===== src/rtl/a2d_multi_intf.sv =====
// Multi-channel A2D sequencer driving an external SPI monarch.
// Define A2D_AVG_EN to average each new sample with the stored result.
module a2d_multi_intf #(
  parameter int NUM_CH = 4,
  parameter int DATA_W = 12,
  parameter logic [3*NUM_CH-1:0] CH_ADDR = {3'd6, 3'd5, 3'd4, 3'd0}
) (
  input  logic                     clk,
  input  logic                     rst,
  input  logic                     nxt,
  input  logic                     auto_en,
  input  logic [NUM_CH-1:0]        chan_en,
  output logic                     wrt,
  output logic [15:0]              cmd,
  input  logic                     done,
  input  logic [15:0]              rd_data,
  output logic [NUM_CH*DATA_W-1:0] results,
  output logic [NUM_CH-1:0]        upd,
  input  logic [NUM_CH-1:0]        upd_clr,
  output logic                     conv_done,
  output logic [2:0]               conv_ch,
  output logic                     busy
);

  typedef enum logic [2:0] {IDLE, CMD, STALL, READ, UPDT} state_t;

  state_t            state, state_nxt;
  logic [2:0]        ptr, cur_ch, cand, sel, ptr_nxt;
  logic              start, wrt_c;
  logic [DATA_W-1:0] sample, new_res;
  logic [DATA_W-1:0] res [NUM_CH];
  logic [NUM_CH-1:0] upd_set;
  logic              unused_rd;

  assign unused_rd = ^rd_data;

  // Lowest enabled index wins, then any enabled index at/after ptr overrides.
  always_comb begin
    cand = ptr;
    for (int i = NUM_CH-1; i >= 0; i--)
      if (chan_en[i]) cand = 3'(i);
    for (int i = NUM_CH-1; i >= 0; i--)
      if (chan_en[i] && 3'(i) >= ptr) cand = 3'(i);
  end

  assign start   = (nxt | auto_en) & (|chan_en);
  assign sel     = (state == IDLE) ? cand : cur_ch;
  assign cmd     = {2'b00, CH_ADDR[3*sel +: 3], 11'h000};
  assign busy    = (state != IDLE);
  assign wrt     = wrt_c & ~rst;
  assign ptr_nxt = (cur_ch == 3'(NUM_CH-1)) ? 3'd0 : cur_ch + 3'd1;

  always_comb begin
    state_nxt = state;
    wrt_c     = 1'b0;
    unique case (state)
      IDLE:
        if (start) begin
          wrt_c     = 1'b1;
          state_nxt = CMD;
        end
      CMD:     if (done) state_nxt = STALL;
      STALL: begin
        wrt_c     = 1'b1;
        state_nxt = READ;
      end
      READ:    if (done) state_nxt = UPDT;
      UPDT:    state_nxt = IDLE;
      default: state_nxt = IDLE;
    endcase
  end

  always_comb begin
    upd_set = '0;
    for (int i = 0; i < NUM_CH; i++)
      if (state == UPDT && cur_ch == 3'(i)) upd_set[i] = 1'b1;
  end

`ifdef A2D_AVG_EN
  logic [NUM_CH-1:0] seen;
  logic [DATA_W-1:0] cur_res;
  logic              cur_seen;
  logic [DATA_W:0]   sum;

  always_comb begin
    cur_res  = '0;
    cur_seen = 1'b0;
    for (int i = 0; i < NUM_CH; i++)
      if (cur_ch == 3'(i)) begin
        cur_res  = res[i];
        cur_seen = seen[i];
      end
  end

  assign sum     = {1'b0, cur_res} + {1'b0, sample};
  assign new_res = cur_seen ? DATA_W'(sum >> 1) : sample;

  always_ff @(posedge clk or posedge rst) begin
    if (rst) seen <= '0;
    else     seen <= seen | upd_set;
  end
`else
  assign new_res = sample;
`endif

  always_ff @(posedge clk or posedge rst) begin
    if (rst) begin
      state     <= IDLE;
      ptr       <= '0;
      cur_ch    <= '0;
      sample    <= '0;
      upd       <= '0;
      conv_done <= 1'b0;
      conv_ch   <= '0;
    end else begin
      state     <= state_nxt;
      conv_done <= (state == UPDT);
      upd       <= (upd & ~upd_clr) | upd_set;
      if (state == IDLE && start) cur_ch <= cand;
      if (state == READ && done) sample <= rd_data[DATA_W-1:0];
      if (state == UPDT) begin
        ptr     <= ptr_nxt;
        conv_ch <= cur_ch;
      end
    end
  end

  always_ff @(posedge clk or posedge rst) begin
    if (rst) begin
      for (int i = 0; i < NUM_CH; i++) res[i] <= '0;
    end else begin
      for (int i = 0; i < NUM_CH; i++)
        if (upd_set[i]) res[i] <= new_res;
    end
  end

  for (genvar g = 0; g < NUM_CH; g++) begin : g_pack
    assign results[g*DATA_W +: DATA_W] = res[g];
  end

endmodule


===== config.mk =====
export PLATFORM = sky130hd
export DESIGN_NAME = a2d_multi_intf
export DESIGN_NICKNAME = d
export VERILOG_FILES = /design/src/rtl/a2d_multi_intf.sv
export SDC_FILE = /design/constraint.sdc
export NUM_CORES = 1
export LEC_CHECK = 0
export ABC_AREA = 1
export BUFFER_PORTS_ARGS = -buffer_cell sky130_fd_sc_hd__buf_2
export CAP_MARGIN = 20
export CORE_MARGIN = 8
export CORE_UTILIZATION = 45
export DETAILED_ROUTE_END_ITERATION = 16
export PLACE_DENSITY = 0.73
export REMOVE_ABC_BUFFERS = 1
export SKIP_CTS_REPAIR_TIMING = 1
export SLEW_MARGIN = 20
export SYNTH_ARGS = -nofsm -noshare
export SYNTH_HDL_FRONTEND = slang
export SYNTH_SLANG_ARGS = --single-unit
export TNS_END_PERCENT = 30

===== constraint.sdc =====
create_clock -name clk -period 2.56 [get_ports clk]
set_input_delay 0.64 -clock clk [delete_from_list [all_inputs] [get_ports clk]]
set_output_delay 0.64 -clock clk [all_outputs]
set_load 0.1 [all_outputs]

## After elaboration in Yosys (flattened, before gate mapping)

Cells that the tools add are included.

| storage, ports and cells | value |
|---|---|
| flip-flop bits (word level) | 77 |
| input port bits | 29 |
| output and inout bits | 74 |
| logic and storage cells | 70 |

| cells by class | value |
|---|---|
| $add $sub $neg | 1 |
| multiply operators | 1 |
| $lt $le $gt $ge | 4 |
| equality and inequality tests | 10 |
| shifts and indexed selects | 1 |
| muxes and demuxes | 20 |
| bitwise gates (word level) | 7 |
| reductions and logical operators | 15 |

Operators by type and width:

| kind | number |
|---|---|
| $mux 3 | 13 |
| $eq 3x2->1 const B | 4 |
| $pmux 3 s4 | 1 |
| $shiftx 12x6->3 const A | 1 |
| $logic_and 1x1->1 | 10 |
| $eq 3x1->1 const B | 2 |
| $ge 1x3->1 const A | 2 |
| $ge 2x3->1 const A | 2 |
| $logic_not 3->1 | 2 |
| $ne 2x2->1 const B | 3 |
| $mul 2x3->5 const A | 1 |
| $mux 1 | 5 |
| $and 4x4->4 | 1 |
| $not 4->4 | 1 |
| $or 4x4->4 | 1 |
| $reduce_or 4->1 | 1 |
| $add 3x1->3 const B | 1 |
| $eq 3x3->1 const B | 1 |
| $reduce_and 3->1 | 1 |
| $reduce_bool 3->1 | 1 |
| $and 1x1->1 | 2 |
| $pmux 1 s2 | 1 |
| $not 1->1 | 1 |
| $or 1x1->1 | 1 |

## Depth between registers and ports, before layout

| depth | value |
|---|---|
| word-level depth | 11 |
| mapped depth | 11 |
| gate-level depth less buffers | 11 |

## Worst setup path after synthesis

Ideal clock, no wire load.

| timing | value |
|---|---|
| path kind | register to output |
| start point | reg state[2] |
| end point | out cmd[12] |
| data arrival time | 3.020 ns |
| required time | 1.920 ns |
| slack | -1.100 ns |
| stages on the path, launching flop included | 8 |
| buffers on the path | 0 |
| cell sequence | dfrtp_1 > inv_1 > nand2_1 > nor2_1 > inv_1 > nand2_1 > nand3_1 > a21oi_1 |

| on the way | value |
|---|---|
| cells in the longest elaborated chain, start to end | 4 |

Ends and longest elaborated chain:

| what | RTL line | source |
|---|---|---|
| start: declaration | 27 | `state_t state, state_nxt;` |
| start signal: assignment | 116 | `state <= state_nxt;` |
| $logic_not 3->1 | 47 | `assign sel = (state == IDLE) ? cand : cur_ch;` |
| $mux 3 | 47 |  |
| $mul 2x3->5 | 48 | `assign cmd = {2'b00, CH_ADDR[3*sel +: 3], 11'h000};` |
| $shiftx 12x6->3 | 48 |  |
| end: declaration | 14 | `output logic [15:0] cmd,` |

No other way between the ends.

## Worst setup path after layout

| timing | value |
|---|---|
| start point | reg state[0] |
| end point | out cmd[12] |

The elaborated chain is that of the path after synthesis.

==> impl_results.md <==
- Crit path required time: 1920 ps
- Largest net degree at the start of global routing: 55
- Row count: 31
- Max Clock Freq: 405 MHz
- Post-placement cell area: 3750 um2
- CTS tree: done
- Least-Margin Pin Slew: 531 ps
- First-pass GRT wire length: 11.7 mm
- Slew Limit Headroom: 0.645
- Remaining DRCs: 0
- # diodes: 0
- DIE WIDTH: slightly above 100 um
- Layout area overhead: 23.3%
- Final Max Tran Viols: 0
- WL final: 7.32 mm
- Arrival time worst endpoint: 1830 ps
- # fillers: 675
- Starting Density: 0.457
- Fraction of layout instances using a drive strength above 1: 0.319
- Status: finished clean
- Initial antenna violation count: 0
- CTS root buffer: clkbuf_8
- Max_cap viols: 0
- Hold Vio Cnt, Final: 0
- TritonCTS sink count: 77
- Vias/cell: between 4 and 5
- Crit path from: state[0]$_DFFE_PP0P_
- Yosys cell types: 23
- Cts bufs inserted: 9
- DP Worst Slack: about 140 ps
- DP Wirelength: 5.26 mm
- Die height: 101 um
- Worst-path fanout max: 6
- RSZ-0062 raised after global routing: yes
- Routability cong.: 0.804
- Reg2reg path depth: 8
- CP Class: flip-flop to primary output
- Cells after Synth: 329
- DRT iter0 DRCs: 103
- Finish-stage setup viols: 0
- Yosys warns: 0
- Crit. End Element: primary output
- Worst hold margin: 344 ps
- PnR worst setup slack: 92.1 ps
- First-pass DRT Iterations: 4
- Syn Std Cell Area: 3260 um2
- Flops & latches, synth: 77
- Minimum clock period: 2470 ps
- Worst Skew: 7.16 ps
- Clock transition at the registers of the reported paths: 80 ps
- ANT nets after route: 0
- Core box area: just over 7000 um2
- Routed vias: 2458
- # port buffers: 85
- Fin area: between 4000 and 5000 um2
- IO Count: 103
- Nets: between 400 and 500
- Die Footprint: 10200 um2
- Reg2reg setup slack: roughly 900 ps
- Worst reg2reg endpoint: results[26]$_DFFE_PP0P_
- Vias in the first global route: 2438
- Syn Area/Cell: 9.92 um2
- Worst flop-to-flop path startpoint: state[0]$_DFFE_PP0P_
- Fin crit share: 0.964
- Hold crit path type: input port to async pin
- H-tree Lvls: 3
- Total track usage: 0.148
- Clk Latency, worst-skew pair: 340 ps
- WL/cell: 14.0 um
- Max Buffers Root-to-Sink: 2
- Gr ovfl total: 0
- Critical Path Source Type: flip-flop
- Post-synthesis sequential area ratio: 0.590
routing by layer:
metal	vias to the layer above	track usage	share of wire	wire, um
met3	8	0.0419	0.079	575
met5	-	0	0	0
met1	1147	0.177	0.44	3230
li1	1209	-	-	-
met2	94	0.241	0.47	3440
met4	0	0.0687	0.011	81
cell usage after synthesis:
master	count	area share
nand2_1	79	0.091
nand2_4	4	0.014
dfrtp_1	77	0.59
inv_4	1	0.0019
o21ai_1	33	0.051
conb_1	1	0.0011
buf_2	2	0.0031
o211ai_1	1	0.0023
buf_4	13	0.030
nor3_4	1	0.0050
buf_6	8	0.028
o21ai_0	27	0.041
inv_1	33	0.038
nand4_1	1	0.0019
nor2_8	1	0.0061
o21ai_2	15	0.040
ha_1	4	0.015
a21oi_1	2	0.0031
nor2_1	10	0.012
nor3_1	3	0.0046
inv_2	1	0.0011
mux2i_1	1	0.0031
nand3_1	11	0.017
through the flow:
| stage | TNS (ps) | std cells | util |
|---|---|---|---|
| floorplan | -7000 | 318 | - |
| CTS | -562 | 520 | 0.559 |
| global placement | 0 | 504 | 0.525 |
| finish | 0 | 522 | 0.564 |
| detailed placement | 0 | 504 | 0.525 |
| global route | -16.2 | 522 | 0.564 |
area by class of cell:
class,instances,area [um2],share of cell area
clock buffers,10,128,0.0317
clock inverters,6,111,0.0277
inverters,35,134,0.0333
multi-input cells,206,1070,0.266
flip-flops and latches,77,1930,0.479
well taps,99,124,0.0308
repair buffers,89,528,0.131
critical path: stages, from the launching register on:
cell and delay [ps]:
dfrtp_2 420, inv_1 90, nand2_2 90, nor2_4 170, o21ai_0 100, o21ai_1 130
nand3_2 130, a21oi_2 180, buf_12 190
worst max-delay path by stage:
stage,to,slack (ps),cells past startpoint
after detailed placement,cmd[12],140,8
final,cmd[12],90,8
after CTS,cmd[12],-250,8
after global routing,cmd[12],-20,8
after global placement,cmd[12],170,8
after floorplan,cmd[12],-1100,7
layout by cell type (no fill, tap or decap):
master and n:
nor3_1 3, inv_1 31, mux2i_1 1, ha_1 4
buf_4 3, nor2_4 1, nor2_1 8, inv_2 3
bufinv_16 3, o21ai_2 15, clkinv_2 1, nand3_2 1
nor2_2 1, buf_12 5, clkinv_4 1, nor2_8 1
o211ai_1 1, nand2_1 78, a21oi_2 1, clkbuf_8 9
clkbuf_1 1, nor3_4 1, o21ai_0 25, nand4_1 1
nand2_4 4, nand3_1 10, inv_4 1, buf_2 81
dfrtp_1 76, dfrtp_2 1, a21oi_1 1, conb_1 13
o21ai_1 35, clkinvlp_4 1, nand2_2 1
state kept, by name, summed over array words and instances (netlist names):
name       flops
upd            4
results       48
conv_ch        3
state          3
new_res       12
cur_ch         3
ptr            3
conv_done      1
kinds of logic (layout without fill, tap and decap cells):
group	count (synthesis)	after routing	synth area share
adder cells (fa/ha/maj)	4	4	0.0153
AND/OR/NAND/NOR	110	110	0.151
other	1	13	0.00115
flip-flops	77	77	0.590
multiplexers	1	1	0.00307
AO/OA/AOI/OAI	78	78	0.138
buffers and inverters	58	140	0.102
Power is not shown: default switching activity piles up to over one toggle a cycle in this logic, so the estimate is an artifact.
